<file path="src/rtl/reservation_station.sv">
// reservation_station: N-entry ALU reservation station with CDB wake-up and locked issue.
// Define RS_WAKEUP_BYPASS_EN to let a CDB wake-up issue in the same cycle.
module reservation_station #(
    parameter int NRENTRY  = 4,
    parameter int BITWIDTH = 32,
    parameter int TAGWIDTH = 5,
    parameter int NRALUOP  = 8,
    localparam int OPW = $clog2(NRALUOP),
    localparam int CW  = $clog2(NRENTRY + 1),
    localparam int IW  = NRENTRY > 1 ? $clog2(NRENTRY) : 1
) (
    input  logic                       clk,
    input  logic                       rst,
    input  logic                       disp_valid,
    output logic                       disp_ready,
    input  logic [OPW-1:0]             disp_op,
    input  logic [TAGWIDTH+BITWIDTH:0] disp_src1,
    input  logic [TAGWIDTH+BITWIDTH:0] disp_src2,
    input  logic [TAGWIDTH-1:0]        disp_tag,
    input  logic                       cdb_valid,
    input  logic [TAGWIDTH-1:0]        cdb_tag,
    input  logic [BITWIDTH-1:0]        cdb_value,
    input  logic                       flush,
    output logic                       iss_valid,
    input  logic                       iss_ready,
    output logic [OPW-1:0]             iss_op,
    output logic [BITWIDTH-1:0]        iss_a,
    output logic [BITWIDTH-1:0]        iss_b,
    output logic [TAGWIDTH-1:0]        iss_tag,
    output logic [CW-1:0]              occupancy
);
    typedef struct packed {
        logic                valid;
        logic [TAGWIDTH-1:0] tag;
        logic [BITWIDTH-1:0] value;
    } rat_t;

    rat_t                s1 [NRENTRY];
    rat_t                s2 [NRENTRY];
    logic [OPW-1:0]      op_q [NRENTRY];
    logic [TAGWIDTH-1:0] tag_q [NRENTRY];
    logic [NRENTRY-1:0]  busy, w1, w2, rdy;
    logic                locked, any_rdy, has_free, disp_fire, iss_fire;
    logic [IW-1:0]       lock_idx, rdy_idx, free_idx, sel;
    logic [CW-1:0]       occ;
    rat_t                d1, d2, in1, in2;
    logic [BITWIDTH-1:0] a_raw, b_raw;

    assign in1 = disp_src1;
    assign in2 = disp_src2;

    // Operands arriving on the CDB in the dispatch cycle are stored already resolved
    always_comb begin
        d1 = in1;
        d2 = in2;
        if (!in1.valid && cdb_valid && in1.tag == cdb_tag) d1 = '{valid: 1'b1, tag: in1.tag, value: cdb_value};
        if (!in2.valid && cdb_valid && in2.tag == cdb_tag) d2 = '{valid: 1'b1, tag: in2.tag, value: cdb_value};
    end

    always_comb begin
        w1 = '0;
        w2 = '0;
        rdy = '0;
        for (int i = 0; i < NRENTRY; i++) begin
            w1[i] = cdb_valid && !s1[i].valid && s1[i].tag == cdb_tag;
            w2[i] = cdb_valid && !s2[i].valid && s2[i].tag == cdb_tag;
`ifdef RS_WAKEUP_BYPASS_EN
            rdy[i] = busy[i] && (s1[i].valid || w1[i]) && (s2[i].valid || w2[i]);
`else
            rdy[i] = busy[i] && s1[i].valid && s2[i].valid;
`endif
        end
    end

    // Descending scan leaves the lowest matching index in place
    always_comb begin
        free_idx = '0;
        has_free = 1'b0;
        rdy_idx  = '0;
        any_rdy  = 1'b0;
        for (int i = NRENTRY - 1; i >= 0; i--) begin
            if (!busy[i]) begin
                free_idx = IW'(i);
                has_free = 1'b1;
            end
            if (rdy[i]) begin
                rdy_idx = IW'(i);
                any_rdy = 1'b1;
            end
        end
    end

    assign sel        = locked ? lock_idx : rdy_idx;
    assign iss_valid  = locked || any_rdy;
    assign iss_fire   = iss_valid && iss_ready;
    assign disp_ready = occ < CW'(NRENTRY) && !flush;
    assign disp_fire  = disp_valid && disp_ready && has_free;
    assign occupancy  = occ;

`ifdef RS_WAKEUP_BYPASS_EN
    assign a_raw = w1[sel] ? cdb_value : s1[sel].value;
    assign b_raw = w2[sel] ? cdb_value : s2[sel].value;
`else
    assign a_raw = s1[sel].value;
    assign b_raw = s2[sel].value;
`endif

    assign iss_op  = iss_valid ? op_q[sel] : '0;
    assign iss_a   = iss_valid ? a_raw : '0;
    assign iss_b   = iss_valid ? b_raw : '0;
    assign iss_tag = iss_valid ? tag_q[sel] : '0;

    always_ff @(posedge clk) begin
        if (!rst) begin
            busy     <= '0;
            locked   <= 1'b0;
            lock_idx <= '0;
            occ      <= '0;
            for (int i = 0; i < NRENTRY; i++) begin
                s1[i]    <= '0;
                s2[i]    <= '0;
                op_q[i]  <= '0;
                tag_q[i] <= '0;
            end
        end else if (flush) begin
            busy   <= '0;
            locked <= 1'b0;
            occ    <= '0;
        end else begin
            for (int i = 0; i < NRENTRY; i++) begin
                if (busy[i] && w1[i]) s1[i] <= '{valid: 1'b1, tag: s1[i].tag, value: cdb_value};
                if (busy[i] && w2[i]) s2[i] <= '{valid: 1'b1, tag: s2[i].tag, value: cdb_value};
            end
            if (iss_fire) busy[sel] <= 1'b0;
            if (disp_fire) begin
                busy[free_idx]  <= 1'b1;
                s1[free_idx]    <= d1;
                s2[free_idx]    <= d2;
                op_q[free_idx]  <= disp_op;
                tag_q[free_idx] <= disp_tag;
            end
            locked   <= iss_valid && !iss_ready;
            lock_idx <= sel;
            occ      <= occ + CW'(disp_fire) - CW'(iss_fire);
        end
    end
endmodule

</file>
<file path="config.mk">
export PLATFORM = sky130hd
export DESIGN_NAME = reservation_station
export DESIGN_NICKNAME = d
export VERILOG_FILES = /design/src/rtl/reservation_station.sv
export SDC_FILE = /design/constraint.sdc
export NUM_CORES = 1
export LEC_CHECK = 0
export ABC_CLOCK_PERIOD_IN_PS = 5500
export BUFFER_PORTS_ARGS = -buffer_cell sky130_fd_sc_hd__buf_2
export CORE_ASPECT_RATIO = 0.75
export CORE_MARGIN = 1.5
export CORE_UTILIZATION = 50
export DETAILED_ROUTE_END_ITERATION = 10
export GPL_ROUTABILITY_DRIVEN = 0
export GPL_TIMING_DRIVEN = 0
export PLACE_DENSITY = 0.7
export REMOVE_ABC_BUFFERS = 1
export SETUP_SLACK_MARGIN = 0.05
export SYNTH_ARGS = -nofsm -noshare
export SYNTH_HDL_FRONTEND = slang
export SYNTH_SLANG_ARGS = --single-unit
</file>
<file path="constraint.sdc">
create_clock -name clk -period 5.5 [get_ports clk]
set_input_delay 1.1 -clock clk [delete_from_list [all_inputs] [get_ports clk]]
set_output_delay 1.1 -clock clk [all_outputs]
set_load 0.005 [all_outputs]
</file>
==> impl_metrics.ini, run 1 <==
[setup_path]
slowest_delay_ps = 660
worstSetupPathType = register to output pin
cp_cell_sequence = nand3_1, nor2b_1, o31ai_4, buf_8, buf_16, buf_8, buf_8, buf_6, mux2i_1, o22ai_1, buf_2
start_kind = register
end_kind = output pin
worst_path_most_repeated_cell = buf_8
crit_slowest_cell = o31ai_4
path_max_fanout = 14
worstPathRequired_ps = 4400
cp_data_arrival_time_ps = 3450

[timing]
hold_viol_final = 0
report.final.setup_viol = 0
hold_ws_ps = 585
max_slew.worst_pin.slew_ps = 1240
clock_skew_ps = 24.1
slew_headroom = 0.172
min_period_ps = 4550
rsz0062_at_grt = false
slew_violations = 0
timing.final.ws_setup_ps = 952
fin_crit_sh = 0.827
max_freq_ghz = 0.220
setup_tns_ps = 0

[die]
die_height_um = 163
core_mm2 = 0.0335
start_util = 0.507
io_pins = 204
dieArea_mm2 = 0.0351
rows = 58
dieWidth_um = 216

[cts]
cts.path.max_buffers = 3
root_buffer = clkbuf_16
cts_tree = yes
cts_sinks = 346
htree_levels = 2
cts_resized = 0
cts_made_buffers = 37
cts_hold_buf = 0
clkTransAtPathRegs_ps = 60
clock_latency_ps = 540
cts_setup_buffers = 0

[logic_synthesis]
synthTopCellsByArea = edfxtp_1, a22o_1, mux2i_1
synth_area_leader_cell = edfxtp_1
synth_common_cells = edfxtp_1, a22o_1, mux2i_1, o22ai_1, and2_1
syn_area_per_cell_um2 = 13.9
synth.most_common_cell = edfxtp_1
synth.cell_area_mm2 = 0.0170
synth_edf_count = 336
synth_cells = 1224
ys_types = 50
synth-async-reset-ratio = 0
ys_warn_count = 0
seq_area_frac_synth = 0.605
synth-seq-cells = 346
ys.flop_type = edfxtp_1
netlist.area_leader.share = 0.593

[grt]
grtUsageTotal = 0.276
grt_pass1_vias = 11639
grt_max_degree = 65
antenna_found_initial = 13
gr-total-overflow = 0
grt_pass1_wl_um = 72000

[routing]
wl_per_cell_um = 26.3
wl_um = 49100
ant_nets = 0
route.detailed.drc = 0
num_vias = 11878
drtIter0Drc = 1273
viasPerCell = 6.37
first_pass_iters = 5

[cells_and_area]
nets = 1506
area_growth_pct = 18.4
drive_gt1_frac = 0.241
utilization = 0.601

[power_and_ir_drop]
p_per_area_mw_per_mm2 = 295
p_leak_nw = 8.74
vdd_drop_max_v = 0.000275
finalPower_mw = 5.94

[min_path]
hold_path.class = register to register

[job]
drv_cap = 0

[placement]
place_ws_ps = 1190
hpwl_um = 31500
numPortBuffers = 203

[run_status]
status = finished, final reports clean
## registers in the layout, summed over array words and instances (netlist names)
signal and cells:
occupancy 3, lock_idx 2, busy 4, op_q 12
s1 152, s2 152, locked 1, tag_q 20
## where the power goes
part / internal (mW) / total [mW] / switching (mW)
Clock: 1.50 / 2.55 / 1.05
Combinational: 0.118 / 0.351 / 0.233
Sequential: 3.00 / 3.04 / 0.0335
## through the flow
| stage | cell area, um2 | instances |
|---|---|---|
| 3_5_place_dp | 18900 | 1787 |
| 3_3_place_gp | 17800 | 1747 |
| 5_1_grt | 20100 | 1860 |
| 2_1_floorplan | 16300 | 1094 |
| 6_report | 20100 | 1865 |
| 4_1_cts | 20100 | 1855 |
## path summary, 6_finish.rpt
check | start | to | slack (ps) | cells past startpoint
setup / recovery | busy[2] | iss_a[13] | 950 | 11
hold / removal | busy[2] | busy[2] | 590 | 2
setup reg to reg | occupancy[2] | s2[2][10] | 2110 | 6
hold reg to reg | busy[2] | busy[2] | 590 | 2
## placed cells by master (no fill, tap or decap), types with 4 or more instances in the layout
master,synthesis,routed
buf_8,0,5
diode_2,0,10
xnor2_1,8,8
clkinv_1,0,8
clkinv_2,0,6
o22ai_1,72,72
nand2_1,24,15
clkbuf_16,0,40
a22o_1,256,256
and2_1,57,57
and3_1,23,23
nor4_1,6,6
o21ai_4,0,8
o21ai_0,13,13
nor2_1,12,12
nor2_4,0,8
xor2_1,44,44
nand4_1,5,5
nand2_2,1,9
mux2i_1,144,144
dfxtp_1,10,10
buf_16,0,16
edfxtp_1,336,336
buf_2,31,203
nand3_1,8,8
inv_1,14,14
nor2b_1,4,4
buf_12,0,18
nor3_1,8,8
## worst max-delay path, delay by kind of cell, from the launching register on
| kind | cells | cell delay [ps] |
|---|---|---|
| buffers and inverters | 6 | 1180 |
| AO/OA/AOI/OAI | 2 | 760 |
| flip-flops | 1 | 450 |
| AND/OR/NAND/NOR | 2 | 310 |
| multiplexers | 1 | 210 |
## cells by family (layout without fill, tap and decap cells)
group,count (synthesis),after routing,share of synthesized area
AO/OA/AOI/OAI,360,360,0.171
flip-flops,346,346,0.605
AND/OR/NAND/NOR,175,175,0.0627
multiplexers,144,144,0.0847
buffers and inverters,144,325,0.0473
XOR/XNOR,52,52,0.0268
adder cells (fa/ha/maj),3,3,0.00265
other,0,10,0
## final cells by class
type                       instances  area [um2]
fill                            2631       13400
sequential                       346       10300
multi-input combinational        734        6060
timing repair buffer             243        1900
clock buffer                      46        1050
tap                              450         563
clock inverter                    22         190
inverter                          14        52.6
antenna                           10        25.0
## routing by layer
metal  GRT usage  vias to the layer above  wire (um)
met2       0.447                      593      23100
li1            -                     5190          -
met1       0.373                     6004      20300
met5           0                        -         58
met3      0.0629                       83       4410
met4      0.0855                        8       1240
No activity file was read; power rests on OpenSTA's default activity.
==> inputs of run 2 (changes only) <==
--- a/config.mk
+++ b/config.mk
@@ -5,7 +5,7 @@
 export SDC_FILE = /design/constraint.sdc
 export NUM_CORES = 1
 export LEC_CHECK = 0
-export ABC_CLOCK_PERIOD_IN_PS = 5500
+export ABC_CLOCK_PERIOD_IN_PS = 3700
 export BUFFER_PORTS_ARGS = -buffer_cell sky130_fd_sc_hd__buf_2
 export CORE_ASPECT_RATIO = 0.75
 export CORE_MARGIN = 1.5
@@ -13,7 +13,7 @@
 export DETAILED_ROUTE_END_ITERATION = 10
 export GPL_ROUTABILITY_DRIVEN = 0
 export GPL_TIMING_DRIVEN = 0
-export PLACE_DENSITY = 0.7
+export PLACE_DENSITY = 0.73
 export REMOVE_ABC_BUFFERS = 1
 export SETUP_SLACK_MARGIN = 0.05
 export SYNTH_ARGS = -nofsm -noshare
==> constraint.sdc (replaced) <==
create_clock -name clk -period 3.7 [get_ports clk]
set_input_delay 0.74 -clock clk [delete_from_list [all_inputs] [get_ports clk]]
set_output_delay 0.74 -clock clk [all_outputs]
set_load 0.005 [all_outputs]
==> run 2 against run 1 <==
Register-to-register slack got worse by 1800 ps. Largest power group unchanged. Critical path depth decreased by 1. Cell count unchanged. Count of clock-buffer cells in the layout increased by 3. Worst hold slack got worse by 180 ps. Sequential cell count unchanged. Non-clock buffer count increased by 4. First-iteration DRC count increased by 1.6%. Power increased by 44%.
==> impl_metrics.ini, run 2 (synthesized netlist as in run 1, its figures left out) <==
[run_status]
status = finished, final reports clean

[timing]
setup_tns_ps = 0
max_slew.worst_pin.slew_ps = 1280
hold_viol_final = 0
report.final.setup_viol = 0
timing.final.ws_setup_ps = 174
hold_ws_ps = 401
fin_crit_sh = 0.953
slew_headroom = 0.146
rsz0062_at_grt = false
slew_violations = 0
min_period_ps = 3530
clock_skew_ps = 17.0
max_freq_ghz = 0.284

[setup_path]
worstPathRequired_ps = 2960
start_kind = register
reg2reg_slack_ps = 330
cp_top_family = buffers and inverters
r2r_cells = 6
crit_slowest_cell = edfxtp_1
path_buf_inv = 5
cp_data_arrival_time_ps = 2790
worstSetupPathType = register to output pin
timing.rr.end = s2[2][14]
cp_cell_sequence = and3_2, o21ai_1, o31ai_4, buf_12, buf_16, buf_16, buf_16, mux2i_1, o22ai_1, buf_2
crit_end = iss_a[5]
slowest_delay_ps = 430
r2r-start = occupancy[2]
path_max_fanout = 14
end_kind = output pin
cp.depth = 10
worst_path_most_repeated_cell = buf_16
crit_start = s1[0][37]

[routing]
route.detailed.drc = 0
drtIter0Drc = 1293
ant_nets = 0
num_vias = 11608
wl_um = 47900
first_pass_iters = 6
wl_per_cell_um = 25.7
viasPerCell = 6.22

[cts]
htree_levels = 2
cts.path.max_buffers = 3
cts_sinks = 346
cts_hold_buf = 0
root_buffer = clkbuf_16
clkTransAtPathRegs_ps = 60
cts_made_buffers = 36
clock_latency_ps = 530
cts_tree = yes

[die]
die_height_um = 163
io_pins = 204
rows = 58
dieWidth_um = 216
start_util = 0.507
core_mm2 = 0.0335
dieArea_mm2 = 0.0351

[power_and_ir_drop]
p_per_area_mw_per_mm2 = 424
vdd_drop_max_v = 0.000227
p_leak_nw = 8.72

[cells_and_area]
seqCellArea_mm2 = 0.0103
layout_commonest_cell = edfxtp_1
nets = 1509
multi_input_comb_area_mm2 = 0.00607
layout_common_cells = edfxtp_1, a22o_1, buf_2
nFillCells = 2619
drive_gt1_frac = 0.237
area_growth_pct = 18.3
reg.largest.list = s1: 152 flops, s2: 152 flops, tag_q: 20 flops

[placement]
place_ws_ps = -155
numPortBuffers = 203
hpwl_um = 30600

[grt]
grt_max_degree = 65
grtUsageTotal = 0.270
grt_pass1_wl_um = 70300
antenna_found_initial = 15
gr-total-overflow = 0
grt_pass1_vias = 11413

[job]
drv_cap = 0

[min_path]
hold_path.class = primary input to register
## run 2: changes by cell type in the layout (fill, tap and decap cells not counted), sizes merged
cell	before	now
diode	10	12
clkinvlp	3	1
inv	15	14
buf	243	247
clkbuf	46	49
clkinv	15	9
## run 2: metal layers
| layer | part of all wire | vias to the layer above | GRT usage |
|---|---|---|---|
| li1 | - | 5181 | - |
| met2 | 0.47 | 559 | 0.432 |
| met1 | 0.42 | 5762 | 0.369 |
| met3 | 0.086 | 98 | 0.0510 |
| met5 | 0.00096 | - | 0 |
| met4 | 0.029 | 8 | 0.100 |
## run 2: stage by stage
stage	total power, mW	area (um2)	instances	util
2_1_floorplan	4.80	16300	1094	-
3_3_place_gp	5.06	17800	1747	0.532
3_5_place_dp	5.11	18900	1787	0.565
4_1_cts	8.56	20100	1852	0.599
5_1_grt	8.78	20100	1860	0.600
6_report	8.54	20100	1865	0.600
## run 2: report_power, final
part	switching [mW]	internal (mW)	total (mW)	leakage, nW
registers	0.0506	4.46	4.51	3.57
logic	0.344	0.179	0.524	4.61
clock network	1.46	2.04	3.50	0.532
total	1.86	6.68	8.54	8.72
## run 2: worst min path at each step
stage	depth (start not counted)	endpoint	startpoint	slack, ps
5_1_grt	2	locked	iss_ready	400
4_1_cts	2	locked	iss_ready	380
3_5_place_dp	2	lock_idx[1]	lock_idx[1]	540
2_1_floorplan	2	busy[3]	busy[3]	480
3_3_place_gp	2	lock_idx[1]	lock_idx[1]	530
6_report	2	locked	iss_ready	400
## run 2: final cells by class
| class | instances | area share |
|---|---|---|
| clock inverters | 13 | 0.00665 |
| inverters | 14 | 0.00261 |
| well taps | 450 | 0.0280 |
| multi-input cells | 734 | 0.302 |
| clock buffers | 49 | 0.0483 |
| diodes | 12 | 0.00149 |
| repair buffers | 247 | 0.0998 |
| flip-flops and latches | 346 | 0.512 |
## run 2: what timing repair did
item | 4_1_cts | 5_1_grt
resized for setup | 2 | 4
setup endpoints to repair | 57 | 17
pin swaps | 1 | 1
setup buffers | 3 | 1
==> inputs of run 3 (changes only) <==
--- a/config.mk
+++ b/config.mk
@@ -5,15 +5,17 @@
 export SDC_FILE = /design/constraint.sdc
 export NUM_CORES = 1
 export LEC_CHECK = 0
+export ABC_AREA = 1
 export ABC_CLOCK_PERIOD_IN_PS = 3700
 export BUFFER_PORTS_ARGS = -buffer_cell sky130_fd_sc_hd__buf_2
-export CORE_ASPECT_RATIO = 0.75
+export CORE_ASPECT_RATIO = 1.75
 export CORE_MARGIN = 1.5
 export CORE_UTILIZATION = 50
 export DETAILED_ROUTE_END_ITERATION = 10
 export GPL_ROUTABILITY_DRIVEN = 0
 export GPL_TIMING_DRIVEN = 0
-export PLACE_DENSITY = 0.73
+export HOLD_SLACK_MARGIN = 0.02
+export PLACE_DENSITY = 0.72
 export REMOVE_ABC_BUFFERS = 1
 export SETUP_SLACK_MARGIN = 0.05
 export SYNTH_ARGS = -nofsm -noshare
==> run 3 against run 2 <==
Count of clock-buffer cells in the layout down 8. Highest routed layer unchanged. Largest power group unchanged. Non-clock buffer count up 8. First-iteration DRC count increased by 67%. Register-to-register slack improved by 250 ps. Clock power about the same.
==> impl_metrics.ini, run 3 <==
[run_status]
status = finished, final reports clean

[cells_and_area]
area_growth_pct = 13.4
reg.largest.list = s1: 152 flops, s2: 152 flops, tag_q: 20 flops
drive_gt1_frac = 0.145
layout_commonest_cell = nand2_1
nets = 2652
layout_common_cells = nand2_1, edfxtp_1, nand3_1

[logic_synthesis]
synth-async-reset-ratio = 0
ys_types = 40
synth.cell_area_mm2 = 0.0206
synth_cells = 2478
synth_common_cells = nand2_1, edfxtp_1, nand3_1, o211ai_1, nor2_1
synthTopCellsByArea = edfxtp_1, nand2_1, o211ai_1
synth.most_common_cell = nand2_1
synth-seq-cells = 346
synth_area_leader_cell = edfxtp_1
ys_warn_count = 0
syn_area_per_cell_um2 = 8.32
synth_edf_count = 336
netlist.area_leader.share = 0.489
ys.flop_type = edfxtp_1
seq_area_frac_synth = 0.499

[power_and_ir_drop]
p_leak_nw = 10.6
p_comb_frac = 0.081
p_int_mw = 6.60
switching_share = 0.241
finalPower_mw = 8.70
clkPwrFrac = 0.400
p_switching_mw = 2.10
vdd_drop_max_v = 0.000303
p_seq_frac = 0.519
p_per_area_mw_per_mm2 = 372

[setup_path]
worstSetupPathType = register to output pin
crit_slowest_cell = dfxtp_1
cp_top_family = buffers and inverters
slowest_delay_ps = 360
reg2reg_slack_ps = 580
path_max_fanout = 43
start_kind = register
path_buf_inv = 5
end_kind = output pin
r2r_cells = 11
cp_cell_sequence = nand2_8, buf_16, inv_1, a21oi_4, buf_16, buf_12, nand3_1, nand2_1, nor2_1, nor2_1, buf_2
cp_data_arrival_time_ps = 2800
r2r-start = s1[3][37]
timing.rr.end = occupancy[2]
worstPathRequired_ps = 2960

[die]
rows = 98
dieWidth_um = 157
die_height_um = 272
core_mm2 = 0.0408
io_pins = 204
dieArea_mm2 = 0.0425
start_util = 0.505

[grt]
gr-total-overflow = 0
grt_max_degree = 88
grt_pass1_wl_um = 102000
grtUsageTotal = 0.316
grt_pass1_vias = 18736
antenna_found_initial = 6

[placement]
place_ws_ps = -286
hpwl_um = 40000
numPortBuffers = 203

[min_path]
holdCritStartpoint = iss_ready
hold_path_depth = 2
hold_path.class = primary input to register
hold_path_end = locked

[cts]
htree_levels = 2
cts_tree = yes
clock_latency_ps = 540
cts.path.max_buffers = 3
cts_hold_buf = 0
clkTransAtPathRegs_ps = 60
cts_made_buffers = 34
cts_sinks = 346
root_buffer = clkbuf_16

[routing]
first_pass_iters = 8
wl_um = 67900
wl_per_cell_um = 21.9
num_vias = 19071
drtIter0Drc = 2154
route.detailed.drc = 0
viasPerCell = 6.16
ant_nets = 0

[timing]
slew_headroom = 0.106
max_slew.worst_pin.slew_ps = 1340
slew_violations = 0
report.final.setup_viol = 0
hold_viol_final = 0
max_freq_ghz = 0.282
fin_crit_sh = 0.957
rsz0062_at_grt = false
clock_skew_ps = 13.8
timing.final.ws_setup_ps = 158
min_period_ps = 3540

[job]
drv_cap = 0
==> run 3: worst max path at each step <==
stage / startpoint / endpoint / depth (start not counted)
after floorplan: busy[2] / iss_a[0] / 8
after global placement: flush / s1[3][24] / 8
after detailed placement: busy[3] / iss_b[20] / 12
after CTS: busy[3] / iss_b[20] / 11
after global routing: lock_idx[0] / iss_a[7] / 11
final: locked / iss_b[10] / 11
==> run 3: layout make-up <==
class,count,area [um2]
antenna,2,5.00
clock buffer,41,898
clock inverter,19,168
fill,3539,17400
inverter,150,596
multi-input combinational,1734,8640
sequential,346,10300
tap,550,688
timing repair buffer,255,2090
timing repair inverter,1,8.76
==> run 3: layer usage <==
metal / global-route usage / part of all wire / vias up
li1: - / - / 8616
met1: 0.360 / 0.34 / 8901
met2: 0.526 / 0.49 / 1255
met3: 0.0564 / 0.10 / 291
met4: 0.236 / 0.067 / 8
met5: 0 / 0.00078 / -
==> run 3: logic make-up (layout without fill, tap and decap cells) <==
logic type	after synthesis	in the layout	share of synthesized area
and+or+nand+nor	1432	1434	0.299
buffers and inverters	400	466	0.0921
DFF	346	346	0.499
AOI/OAI and AO/OA	280	280	0.100
xor gates and xnor gates	17	17	0.00722
adders and majority gates	3	3	0.00218
other	0	2	0
==> run 3: power by group through the flow <==
stage	Combinational [mW]	Clock [mW]	Sequential [mW]
global route	0.761	3.60	4.53
floorplan	0.329	0	4.59
detailed placement	0.688	0	4.60
CTS	0.692	3.46	4.51
global placement	0.622	0	4.60
finish	0.704	3.48	4.51
==> run 3: per-stage QoR <==
stage	instance area [um2]	std cells	hold slack, ps	TNS [ps]	utilization
floorplan	19300	2228	449	-534560	-
global placement	21000	2981	462	-2779620	0.514
detailed placement	22000	3021	521	-5090	0.539
CTS	23300	3091	394	0	0.570
global route	23400	3098	413	0	0.573
finish	23400	3098	404	0	0.573
==> run 3: timing repair <==
| item | in CTS | in global routing |
|---|---|---|
| buffers inserted | 4 | 2 |
| pin swaps | 2 | 1 |
| setup endpoints to repair | 72 | 38 |
| cloned | 6 | 2 |
| resized for setup | 10 | 10 |
